`src/rtl/pd_pkg.sv`:
```
// Shared constants for the pipeline front end.
package pd_pkg;
    localparam int          XLEN             = 32;
    localparam logic [31:0] RESET_PC_DEFAULT = 32'h0100_0000;
    localparam logic [31:0] INST_NOP         = 32'h0000_0013;
    localparam logic [31:0] PC_STEP          = 32'd4;
endpackage

```
`src/rtl/fetch_fifo.sv`:
```
// Small registered FIFO holding {pc, inst} pairs between imemory and decode.
// Flush wins over push; a pop in a flush cycle is implicitly absorbed.
module fetch_fifo #(
    parameter int DEPTH = 2,
    parameter int W     = 64,
    parameter int CW    = $clog2(DEPTH + 1)
) (
    input  logic          clock,
    input  logic          reset,
    input  logic          push,
    input  logic          pop,
    input  logic          flush,
    input  logic [W-1:0]  din,
    output logic [W-1:0]  head,
    output logic [CW-1:0] count
);
    localparam int AW = (DEPTH > 1) ? $clog2(DEPTH) : 1;

    logic [W-1:0]  mem [DEPTH];
    logic [AW-1:0] rd_ptr, wr_ptr;

    assign head = mem[rd_ptr];

    // Storage is cleared on reset so the decode-facing outputs read zero.
    always_ff @(posedge clock or posedge reset) begin
        if (reset) begin
            for (int i = 0; i < DEPTH; i++) mem[i] <= '0;
        end else if (push && !flush) begin
            mem[wr_ptr] <= din;
        end
    end

    always_ff @(posedge clock or posedge reset) begin
        if (reset) begin
            rd_ptr <= '0;
            wr_ptr <= '0;
            count  <= '0;
        end else if (flush) begin
            rd_ptr <= '0;
            wr_ptr <= '0;
            count  <= '0;
        end else begin
            if (push) wr_ptr <= wr_ptr + AW'(1);
            if (pop)  rd_ptr <= rd_ptr + AW'(1);
            count <= count + CW'(push) - CW'(pop);
        end
    end
endmodule

```
`src/rtl/fetch_stage.sv`:
```
// Instruction fetch: owns the PC, issues 1-cycle-latency imemory reads and
// queues returned words for decode, flushing on execute-stage redirects.
module fetch_stage #(
    parameter int              XLEN     = pd_pkg::XLEN,
    parameter logic [XLEN-1:0] RESET_PC = pd_pkg::RESET_PC_DEFAULT,
    parameter int              QDEPTH   = 2
) (
    input  logic            clock,
    input  logic            reset,
    output logic            imem_req,
    output logic [XLEN-1:0] imem_addr,
    input  logic [XLEN-1:0] imem_rdata,
    input  logic            redirect,
    input  logic [XLEN-1:0] redirect_pc,
    output logic            id_valid,
    input  logic            id_ready,
    output logic [XLEN-1:0] id_pc,
    output logic [XLEN-1:0] id_inst
);
    import pd_pkg::*;

    localparam int CW = $clog2(QDEPTH + 1);

    logic [XLEN-1:0]   fetch_pc, req_pc;
    logic              inflight, kill, push, pop;
    logic [CW-1:0]     count;
    logic [CW:0]       occ;
    logic [2*XLEN-1:0] head;

    assign id_valid  = (count != '0);
    assign pop       = id_valid && id_ready;
    // A response landing in a redirect or kill window belongs to the old path.
    assign push      = inflight && !kill && !redirect;
    assign occ       = {1'b0, count} - (CW+1)'(pop) + (CW+1)'(inflight);
    assign imem_req  = !reset && !redirect && (occ < (CW+1)'(QDEPTH));
    assign imem_addr = fetch_pc;
    assign id_pc     = head[2*XLEN-1:XLEN];
    assign id_inst   = head[XLEN-1:0];

    always_ff @(posedge clock or posedge reset) begin
        if (reset) begin
            fetch_pc <= RESET_PC;
            req_pc   <= '0;
            inflight <= 1'b0;
            kill     <= 1'b0;
        end else begin
            inflight <= imem_req;
            if (redirect) begin
                fetch_pc <= redirect_pc & ~XLEN'(3);
                kill     <= inflight;
            end else begin
                // No request issues during a redirect, so kill only spans one cycle.
                kill <= 1'b0;
                if (imem_req) begin
                    fetch_pc <= fetch_pc + XLEN'(PC_STEP);
                    req_pc   <= fetch_pc;
                end
            end
        end
    end

    fetch_fifo #(
        .DEPTH (QDEPTH),
        .W     (2*XLEN),
        .CW    (CW)
    ) u_fifo (
        .clock (clock),
        .reset (reset),
        .push  (push),
        .pop   (pop),
        .flush (redirect),
        .din   ({req_pc, imem_rdata}),
        .head  (head),
        .count (count)
    );
endmodule

```
`config.mk`:
```
export PLATFORM = sky130hd
export DESIGN_NAME = fetch_stage
export DESIGN_NICKNAME = d
export VERILOG_FILES = /design/src/rtl/pd_pkg.sv /design/src/rtl/fetch_fifo.sv /design/src/rtl/fetch_stage.sv
export SDC_FILE = /design/constraint.sdc
export NUM_CORES = 1
export LEC_CHECK = 0
export CORE_MARGIN = 4
export CORE_UTILIZATION = 43
export DETAILED_ROUTE_END_ITERATION = 7
export PLACE_DENSITY = 0.72
export SYNTH_ARGS = -nofsm -noshare
export SYNTH_HDL_FRONTEND = slang
export SYNTH_SLANG_ARGS = --single-unit
```
`constraint.sdc`:
```
create_clock -name clock -period 6.5 [get_ports clock]
set_input_delay 1.3 -clock clock [delete_from_list [all_inputs] [get_ports clock]]
set_output_delay 1.3 -clock clock [all_outputs]
set_load 0.01 [all_outputs]
```
Yosys cells after proc, flatten, opt, wreduce, memory -nomap -nowiden

Cells that the tools add are included.

Register bits: 198
Bits of input ports: 68
Output and inout bits: 98
Word-level logic and storage cells: 52

Add/sub/neg operators: 7
Order comparisons: 4
Mux-type cells: 14
Bitwise operators: 3
Reductions and logical operators: 15

Operator list:

| cell                                                        | number |
|---|---|
| 2-to-1 mux 64 bit                                           | 4 |
| bitwise mux 128 bit                                         | 1 |
| demux 64 bit (select 1 bit)                                 | 1 |
| 2-to-1 mux 32 bit                                           | 2 |
| adder 32 x 3 -> 32 bit (second input constant)              | 1 |
| nonzero test 2 bit                                          | 4 |
| logical AND 1 bit                                           | 7 |
| 2-to-1 mux 1 bit                                            | 5 |
| greater-or-equal comparator 2 bit (second input constant)   | 2 |
| NOT 1 -> 2 bit                                              | 2 |
| adder 3 x 1 -> 3 bit                                        | 1 |
| logical NOT 1 bit                                           | 3 |
| less-than comparator 3 x 2 -> 1 bit (second input constant) | 1 |
| subtractor 2 x 1 -> 3 bit                                   | 1 |
| adder 1 bit (second input constant)                         | 2 |
| adder 2 x 1 -> 2 bit                                        | 1 |
| less-than comparator 2 x 1 -> 1 bit (second input constant) | 1 |
| 2-to-1 mux 2 bit                                            | 1 |
| AND reduction 2 bit                                         | 1 |
| subtractor 2 x 1 -> 2 bit                                   | 1 |
| NOT 1 bit                                                   | 1 |

Longest topological paths before layout

Gate-level depths: netlist of run 1.

Depth in word-level cells: 8
Mapped depth: 13
Depth with buffers taken out: 11

Hierarchy

Synthesis of run 1 repeated with hierarchy kept, for this count alone.

Cell total of the unflattened synthesis: 711
Area total of the unflattened synthesis: 9212.6 um^2

By module, submodules not included:

| module      | instances | cells each | area each (um^2) | sequential area each (um^2) |
|---|---|---|---|---|
| fetch_fifo  | 1         | 359        | 6052.1           | 3303.2 |
| fetch_stage | 1         | 352        | 3160.5           | 1552.7 |

Least setup slack after synthesis of run 1

OpenSTA, ideal clock, no wires.

Path kind: input-to-output
Start point: in id_ready
End point: out imem_req
Data arrival time: 3.142 ns
Slack: 2.058 ns
Stages: 10
Path buffers: 2
Cell sequence: and2_1 -> ha_1 -> inv_1 -> nand2_1 -> fa_1 -> nor3b_2 -> nand2_1 -> buf_2 -> inv_2 -> buf_2

Longest elaborated chain between the ends: 5

RTL lines:

| element                             | RTL line          | RTL |
|---|---|---|
| start: declaration                  | fetch_stage.sv:16 | `input logic id_ready,` |
| logical AND 1 bit                   | fetch_stage.sv:31 | `assign pop = id_valid && id_ready;` |
| subtractor 2 x 1 -> 3 bit           | fetch_stage.sv:34 | `assign occ = {1'b0, count} - (CW+1)'(pop) + (CW+1)'(inflight);` |
| adder 3 x 1 -> 3 bit                | fetch_stage.sv:34 |  |
| less-than comparator 3 x 2 -> 1 bit | fetch_stage.sv:35 | `assign imem_req = !reset && !redirect && (occ < (CW+1)'(QDEPTH));` |
| logical AND 1 bit                   | fetch_stage.sv:35 |  |
| end: declaration                    | fetch_stage.sv:10 | `output logic imem_req,` |

Every way passes these cells.

Final worst setup path of run 1

Ends and elaborated chain as after synthesis.

==> results of run 1 <==
==> sequential cells by signal, indices dropped and copies added (netlist names) <==
signal and count:
u_fifo.mem 124, imem_addr 30, req_pc 30, u_fifo.count 2, inflight 1, kill 1, u_fifo.rd_ptr 1, u_fifo.wr_ptr 1
==> worst min-delay path: stages, from the launching register on <==
cell and delay [ns]:
dfrtp_1 0.36, nand2_1 0.06, nand2_1 0.05
==> power groups by stage <==
| stage | Sequential [W] | Combinational, W | Clock, W |
|---|---|---|---|
| finish | 0.00203 | 0.00202 | 0.00106 |
| floorplan | 0.00192 | 0.00125 | 0 |
| global route | 0.00210 | 0.00219 | 0.00114 |
| global placement | 0.00203 | 0.00201 | 0 |
| detailed placement | 0.00205 | 0.00204 | 0 |
| CTS | 0.00203 | 0.00205 | 0.00109 |
==> final cells by class <==
| type | instances | area (um^2) |
|---|---|---|
| clock buffers | 19 | 453 |
| clock inverters | 13 | 149 |
| fillers | 1721 | 8590 |
| inverters | 10 | 45.0 |
| multi-input cells | 459 | 3690 |
| flip-flops and latches | 190 | 4760 |
| well taps | 265 | 332 |
| repair buffers | 165 | 1640 |
==> layer usage <==
layer | share of wire | GRT usage | up-vias
li1 | - | - | 2808
met1 | 0.46 | 0.262 | 3062
met2 | 0.47 | 0.287 | 172
met3 | 0.066 | 0.0503 | 16
met4 | 0.0086 | 0.0457 | 2
met5 | 0.00063 | 0 | -
==> per-stage QoR <==
| stage | instance area, um^2 | utilization | hold slack, ns |
|---|---|---|---|
| after detailed placement | 10500 | 0.532 | 0.487 |
| after global placement | 10500 | 0.532 | 0.480 |
| after floorplan | 8710 | - | 0.457 |
| after global routing | 11100 | 0.563 | 0.515 |
| after CTS | 11100 | 0.563 | 0.503 |
| final | 11100 | 0.563 | 0.499 |
==> logic make-up after synthesis <==
family | count (synthesis) | synth area share
AOI/OAI and AO/OA | 59 | 0.0529
adders and majority gates | 5 | 0.00805
and+or+nand+nor | 199 | 0.112
xor gates and xnor gates | 6 | 0.00690
muxes | 186 | 0.241
buffers and inverters | 56 | 0.0322
other | 1 | 0.000431
DFF | 190 | 0.547
==> final timing paths <==
kind                            depth (start not counted)  slack, ns       startpoint              to
worst max register to register                         11       3.05  u_fifo.count[1]   imem_addr[25]
worst min register to register                          2       0.50        req_pc[3]       req_pc[3]
worst max-delay path                                   10       1.39         id_ready        imem_req
max in group asynchronous                               3       3.69            reset  u_fifo.mem[26]
worst min-delay path                                    2       0.50        req_pc[3]       req_pc[3]
min in group asynchronous                               2       1.59            reset   imem_addr[20]
==> cells in the mapped netlist, types with 5 or more instances <==
cell type,number
dfrtp_1,189
mux2_2,186
nand2_1,117
nand3_1,23
o311ai_0,22
clkbuf_1,15
o211ai_1,15
buf_2,14
buf_4,10
or4_1,10
inv_1,9
nand4_1,9
o21ai_0,7
a22oi_1,6
and2_1,5
buf_1,5
nor2b_1,5
==> results.cfg, run 1 <==
[run_status]
status = completed

[die]
dieHeight_um = 150
dieArea_mm2 = 0.0226
start_util = 0.443
ios = 166
dieWidth_um = 150
core_mm2 = 0.0197
rows = 51

[sta]
clock.fmax_mhz = 196
tns_ns = 0
rsz0062_at_grt = no
setup_slack_ns = 1.39
worst_slew_pin_slew_ns = 1.05
fin_crit_sh = 0.786
drv_slew = 0
maxSlewHeadroom = 0.297
skew_ns = 0.0122
min_period_ns = 5.11
hold_viol = 0
setup_viol = 0

[routing]
viasPerCell = 5.41
drtIter0Drc = 260
vias = 6060
routed_wl_um = 20600
wl_per_cell_um = 18.4
dr.pass1.iters = 4
antenna_left = 0
post-route-drc-count = 0

[power]
irDropWorstVdd_v = 0.000190
comb_power_share = 0.395
internal_power_w = 0.00346
power.leakage_nw = 4.82
power_switching_w = 0.00165
swShare = 0.322
pwr-share-clk = 0.208
power_w = 0.00511
p_seq_frac = 0.397
power_density_mw_per_mm2 = 462

[synth]
netlist-cell-type-count = 48
avgSynthCellArea_um2 = 12.4
synthCells = 702
async_flop_share = 1.00
synth_seq_area_share = 0.547
synth_top_flop_cell = dfrtp_1
netlist_top_cells_area = dfrtp_1, mux2_2, nand2_1
yosysTopAreaCell = dfrtp_1
yosysTopAreaCellShare = 0.543
synth_area_mm2 = 0.00870
synth_edf_count = 0
ys_ff_latch = 190
yosys_warnings = 0

[finish]
antennaDiodeCount = 0
area_growth_pct = 27.1
final_common_cell = dfrtp_1
final_layout_size_suffix_gt1_frac = 0.283
final_cells = 1121
final_cell_mix = dfrtp_1, mux2_2, clkdlybuf4s50_1, nand2_1, nand3_1
layout.nets = 916

[critical_path]
end_kind = output port
critical_path_buf_inv_count = 4
worst_path_max_delay_cell = clkdlybuf4s50_1
crit_path_max_fanout = 3
cp.required_ns = 5.20
crit_family = buffers and inverters
max_stage_delay_ns = 0.54
path_common_cell = clkdlybuf4s50_1
worstPathCellList = clkdlybuf4s50_1 -> and2_1 -> ha_1 -> inv_1 -> nand2_1 -> fa_1 -> nor3b_2 -> nand2_2 -> inv_2 -> clkdlybuf4s50_1
path_class = primary input to output port
startpoint_type = primary input
arrival_ns = 3.81

[clock_network]
insertion_delay_ns = 0.43
cts_setup_buffers = 0
clock-sinks = 190
cts_tree = done
numCtsBuffers = 17
clockBufferDepth = 2
cts_hold_buf = 0
cts_resized = 0
cts_root_buffer = clkbuf_16
ctsHtreeMaxLevel = 4
clk_pin_slew_ns = 0.06

[placed_design]
placed_cells = 1089
hpwl_um = 13100
place.gp.congestion = 0.793
dp_slack_ns = 1.42
port_buffers = 159

[min_path]
hold_class = flop to flop

[grt]
grt_pass1_vias = 6113
grt_usage = 0.186
grt_pass1_wl_um = 33000
antenna_found_initial = 1
grt_max_degree = 141
grt-ovfl-total = 0

[run]
maxCapViolCount = 0
Power figures use the tool's default switching activity.
==> run 2, diff against run 1 <==
==> constraint.sdc (replaced) <==
create_clock -name clock -period 4.6 [get_ports clock]
set_input_delay 0.92 -clock clock [delete_from_list [all_inputs] [get_ports clock]]
set_output_delay 0.92 -clock clock [all_outputs]
set_load 0.01 [all_outputs]
==> run 2 against run 1 <==
Die area unchanged. Sequential share of layout area shrank 0.092 points. Global-route usage increased by 0.27 points. Worst setup slack lost 1.1 ns. Largest power group is now combinational cells. Sequential power up 39%. Non-clock buffer count is 4 higher. Critical endpoint unchanged.
==> results.cfg, run 2 (same netlist as run 1, synthesis figures left out) <==
[critical_path]
crit_path_max_fanout = 3
path_class = primary input to output port
reg2reg_slack_ns = 1.10
rr_startpoint = u_fifo.count[1]
cp.required_ns = 3.68
path_common_cell = clkdlybuf4s50_1
critical_path_buf_inv_count = 4
path_depth = 10
arrival_ns = 3.43
reg2reg_to = imem_addr[25]
worst_path_max_delay_cell = clkdlybuf4s50_1
end_kind = output port
startpoint_type = primary input
crit_family = buffers and inverters
reg2reg_depth = 11
worstPathCellList = clkdlybuf4s50_1 -> and2_1 -> ha_1 -> inv_1 -> nand2_1 -> fa_1 -> nor3b_2 -> nand2_2 -> inv_2 -> clkdlybuf4s50_1
max_stage_delay_ns = 0.53

[finish]
final_common_cell = dfrtp_1
regMostFlops = u_fifo.mem
area_growth_pct = 27.4
antennaDiodeCount = 0
layout.nets = 920
final_cell_mix = dfrtp_1, mux2_2, clkdlybuf4s50_1, nand2_1, nand3_1
design_area_mm2 = 0.0111
largest_reg_flops = 124
final_layout_size_suffix_gt1_frac = 0.281
fillCellCount = 1706

[grt]
use_met3 = 0.0479
grt.busiest_layer = met2
grt_pass1_wl_um = 33600
grt-ovfl-total = 0
grt_use_met1 = 0.261
grt_max_degree = 127
globalRouteMet2Util = 0.295
antenna_found_initial = 1
grt_pass1_vias = 6283
grt_usage = 0.188

[die]
dieWidth_um = 150
rows = 51
start_util = 0.443
core_mm2 = 0.0197
dieArea_mm2 = 0.0226
ios = 166
dieHeight_um = 150

[sta]
setup_viol = 0
drv_slew = 0
skew_ns = 0.00757
clock.fmax_mhz = 230
tns_ns = 0
fin_crit_sh = 0.947
rsz0062_at_grt = no
maxSlewHeadroom = 0.353
min_period_ns = 4.35
worst_slew_pin_slew_ns = 0.970
hold_viol = 0

[min_path]
min_to = req_pc[3]
hold_depth = 2
hold_class = flop to flop
min_from = req_pc[3]

[clock_network]
insertion_delay_ns = 0.42
cts_tree = done
cts_hold_buf = 0
clockBufferDepth = 2
clk_pin_slew_ns = 0.07
cts_root_buffer = clkbuf_16
cts_setup_buffers = 0
ctsHtreeMaxLevel = 4
numCtsBuffers = 17
clock-sinks = 190
cts_resized = 0

[placed_design]
place.gp.congestion = 0.820
hpwl_um = 13400
port_buffers = 159
dpl_cell_area_mm2 = 0.0105

[routing]
viasPerCell = 5.43
drtIter0Drc = 256
routed_wl_um = 20700
antenna_left = 0
vias = 6101
post-route-drc-count = 0
dr.pass1.iters = 4
wl_per_cell_um = 18.4

[run]
maxCapViolCount = 0

[power]
irDropWorstVdd_v = 0.000293
power.leakage_nw = 4.82
power_density_mw_per_mm2 = 648

[run_status]
status = completed
[run 2: worst max path at each step]
stage / start / end / slack (ns)
3_5_place_dp: id_ready / imem_req / 0.24
5_1_grt: id_ready / imem_req / 0.1
6_report: id_ready / imem_req / 0.25
2_1_floorplan: id_ready / imem_req / 0.92
4_1_cts: id_ready / imem_req / 0.22
3_3_place_gp: id_ready / imem_req / 0.25
[run 2: layer usage]
layer	routed length, um	share of wire	up-vias
met5	13	0.00063	-
met4	408	0.020	2
met3	1350	0.065	32
met2	9580	0.46	207
met1	9360	0.45	3049
li1	-	-	2811
[run 2: final cells by class]
type                    instances  area [um^2]  area share
flip-flops and latches        190         4760       0.429
multi-input cells             459         3690       0.333
repair buffers                169         1700       0.154
clock buffers                  21          450      0.0406
well taps                     265          332      0.0299
clock inverters                 9          111      0.0100
inverters                      10         41.3     0.00372
[run 2: stage by stage]
step	power, W	hold WS, ns	worst slack, ns	utilization	instances
floorplan	0.00449	0.457	0.918	-	705
global placement	0.00573	0.479	0.251	0.536	1093
detailed placement	0.00581	0.484	0.243	0.536	1093
CTS	0.00727	0.499	0.222	0.564	1123
global route	0.00765	0.512	0.0989	0.564	1123
finish	0.00719	0.494	0.245	0.564	1123
[run 2: power breakdown]
part	total [W]	internal (W)	switching, W	leakage [nW]
registers	0.00283	0.00238	0.000452	2.42
clock network	0.00144	0.000813	0.000627	0.270
logic	0.00292	0.00169	0.00123	2.13
total	0.00719	0.00488	0.00231	4.82
[run 2: worst reg2reg max path, delay by kind of cell (launching register included)]
family | cells | cell delay [ns]
AO/OA/AOI/OAI | 1 | 0.18
adder cells (fa/ha/maj) | 2 | 0.78
buffers and inverters | 2 | 0.42
flip-flops | 1 | 0.48
AND/OR/NAND/NOR | 6 | 1.55
==> run 3, diff against run 2 <==
--- a/config.mk
+++ b/config.mk
@@ -7,8 +7,10 @@
 export LEC_CHECK = 0
 export CORE_MARGIN = 4
 export CORE_UTILIZATION = 43
+export CTS_CLUSTER_SIZE = 30
 export DETAILED_ROUTE_END_ITERATION = 7
-export PLACE_DENSITY = 0.72
+export PLACE_DENSITY = 0.71
 export SYNTH_ARGS = -nofsm -noshare
 export SYNTH_HDL_FRONTEND = slang
+export SYNTH_HIERARCHICAL = 1
 export SYNTH_SLANG_ARGS = --single-unit
==> run 3 against run 2 <==
Clock power grew 6%. First-iteration DRC count increased by 25%. Register-to-register slack better by 0.02 ns. Fmax up 0.50%. Wire length rose by 1.6%. Largest cell class unchanged. Global-route usage shrank 0.46 points.
==> results.cfg, run 3 <==
[critical_path]
reg2reg_depth = 9
reg2reg_slack_ns = 1.12
startpoint_type = primary input
arrival_ns = 3.41
max_stage_delay_ns = 0.54
end_kind = output port
worstPathCellList = clkdlybuf4s50_1 -> and2_1 -> ha_1 -> nand2b_1 -> fa_1 -> nor3b_2 -> nand2_1 -> inv_2 -> clkdlybuf4s50_1
path_common_cell = clkdlybuf4s50_1
critical_path_buf_inv_count = 3
cp.required_ns = 3.68
rr_startpoint = u_fifo/count[1]
reg2reg_to = imem_addr[4]
path_class = primary input to output port
crit_path_max_fanout = 3
crit_family = buffers and inverters
worst_path_max_delay_cell = fa_1

[finish]
final_common_cell = dfrtp_1
antennaDiodeCount = 0
layout.nets = 949
largest_reg_flops = 128
final_cell_mix = dfrtp_1, clkdlybuf4s50_1, mux2_2, nand2_1, mux2_4
final_cells = 1164
area_growth_pct = 27.2
regMostFlops = u_fifo/mem
final_util = 0.557
final_layout_size_suffix_gt1_frac = 0.285

[die]
core_mm2 = 0.0210
dieHeight_um = 154
dieWidth_um = 154
dieArea_mm2 = 0.0238
rows = 53
start_util = 0.438
ios = 166

[clock_network]
clk_pin_slew_ns = 0.07
ctsHtreeMaxLevel = 4
cts_resized = 0
cts_root_buffer = clkbuf_16
numCtsBuffers = 17
clockBufferDepth = 2
insertion_delay_ns = 0.43
cts_tree = done
clock-sinks = 194
cts_setup_buffers = 0
cts_hold_buf = 0

[routing]
viasPerCell = 5.34
post-route-drc-count = 0
drtIter0Drc = 319
vias = 6216
wl_per_cell_um = 18.1
antenna_left = 0
routed_wl_um = 21000
dr.pass1.iters = 4

[synth]
yosysTopAreaCellShare = 0.524
avgSynthCellArea_um2 = 13.0
synth_top_flop_cell = dfrtp_1
yosysTopAreaCell = dfrtp_1
netlist-cell-type-count = 54
yosys.cell_count.top_type = dfrtp_1
synthCells = 711
netlist_top_cells_area = dfrtp_1, mux2_2, mux2_4
synth_seq_area_share = 0.527
ys_ff_latch = 194
async_flop_share = 1.00
synth_common_cells = dfrtp_1, mux2_2, nand2_1
synth_edf_count = 0
synth_area_mm2 = 0.00921
yosys_warnings = 6

[min_path]
hold_class = flop to flop
hold_depth = 1
min_to = u_fifo/mem[121]
min_from = u_fifo/mem[121]

[grt]
antenna_found_initial = 0
grt_usage = 0.184
grt_pass1_wl_um = 35700
grt_pass1_vias = 6751
grt-ovfl-total = 0
grt_max_degree = 91

[power]
comb_power_share = 0.387
irDropWorstVdd_v = 0.000456
internal_power_w = 0.00474
power_density_mw_per_mm2 = 594
power_switching_w = 0.00222
swShare = 0.319
power.leakage_nw = 5.33
p_seq_frac = 0.395
pwr-share-clk = 0.218

[run]
maxCapViolCount = 0

[sta]
worst_slew_pin_slew_ns = 0.867
maxSlewHeadroom = 0.422
min_period_ns = 4.33
clock.fmax_mhz = 231
setup_slack_ns = 0.267
skew_ns = 0.0144
hold_ws_ns = 0.489
hold_viol = 0
tns_ns = 0
drv_slew = 0
setup_viol = 0
fin_crit_sh = 0.942
rsz0062_at_grt = no

[run_status]
status = completed

[placed_design]
dp_slack_ns = 0.279
hpwl_um = 14500
place.gp.congestion = 0.908
port_buffers = 161
placed_cells = 1132
==> run 3: cell types whose count changed after synthesis, moves of 4 or more <==
| cell | previous run | this run |
|---|---|---|
| mux2_4 | 0 | 60 |
| mux2_2 | 186 | 129 |
| buf_4 | 10 | 2 |
| o21ai_0 | 7 | 15 |
| o311ai_0 | 22 | 15 |
| buf_12 | 0 | 6 |
| buf_6 | 2 | 8 |
| clkbuf_1 | 15 | 9 |
| a22oi_1 | 6 | 1 |
| mux2_1 | 0 | 5 |
| buf_1 | 5 | 1 |
| dfrtp_1 | 189 | 193 |
| inv_1 | 9 | 13 |
==> run 3: final cells by class <==
| cell class | instances | area [um^2] |
|---|---|---|
| sequential | 194 | 4860 |
| tap | 275 | 344 |
| fill | 1767 | 9300 |
| clock inverter | 14 | 174 |
| clock buffer | 18 | 429 |
| timing repair buffer | 180 | 1850 |
| inverter | 14 | 57.6 |
| multi-input combinational | 469 | 4000 |
==> run 3: per-stage QoR <==
stage                     power [W]  area (um^2)
after floorplan             0.00426         9230
after global placement      0.00541        11100
after detailed placement    0.00549        11100
after CTS                   0.00704        11700
after global routing        0.00739        11700
final                       0.00696        11700
==> run 3: worst max-delay path by stage <==
stage / startpoint / to / slack (ns) / depth (start not counted)
2_1_floorplan: reset / u_fifo/count[0] / 0.15 / 1
3_3_place_gp: id_ready / imem_req / 0.27 / 9
3_5_place_dp: id_ready / imem_req / 0.28 / 9
4_1_cts: id_ready / imem_req / 0.26 / 9
5_1_grt: id_ready / imem_req / 0.11 / 9
6_report: id_ready / imem_req / 0.27 / 9
==> run 3: logic make-up (layout without fill, tap and decap cells) <==
| kind of cell | count (synthesis) | after routing | share of synthesized area |
|---|---|---|---|
| AO/OA/AOI/OAI | 58 | 58 | 0.0467 |
| multiplexers | 194 | 194 | 0.262 |
| flip-flops | 194 | 194 | 0.527 |
| other | 1 | 6 | 0.000407 |
| AND/OR/NAND/NOR | 200 | 200 | 0.107 |
| buffers and inverters | 53 | 226 | 0.0413 |
| XOR/XNOR | 6 | 6 | 0.00801 |
| adder cells (fa/ha/maj) | 5 | 5 | 0.00761 |
==> run 3: power groups by stage <==
stage / Clock [W] / Sequential, W / Combinational [W]
detailed placement: 0 / 0.00278 / 0.00271
CTS: 0.00156 / 0.00275 / 0.00273
global placement: 0 / 0.00275 / 0.00266
finish: 0.00152 / 0.00275 / 0.00269
floorplan: 0 / 0.00261 / 0.00165
global route: 0.00163 / 0.00284 / 0.00291
==> run 3: per-layer routing <==
layer	wire length, um	GRT usage	share of wire
met3	1350	0.0417	0.064
met1	9780	0.261	0.46
met4	258	0.0555	0.012
met5	0	0	0
met2	9650	0.283	0.46
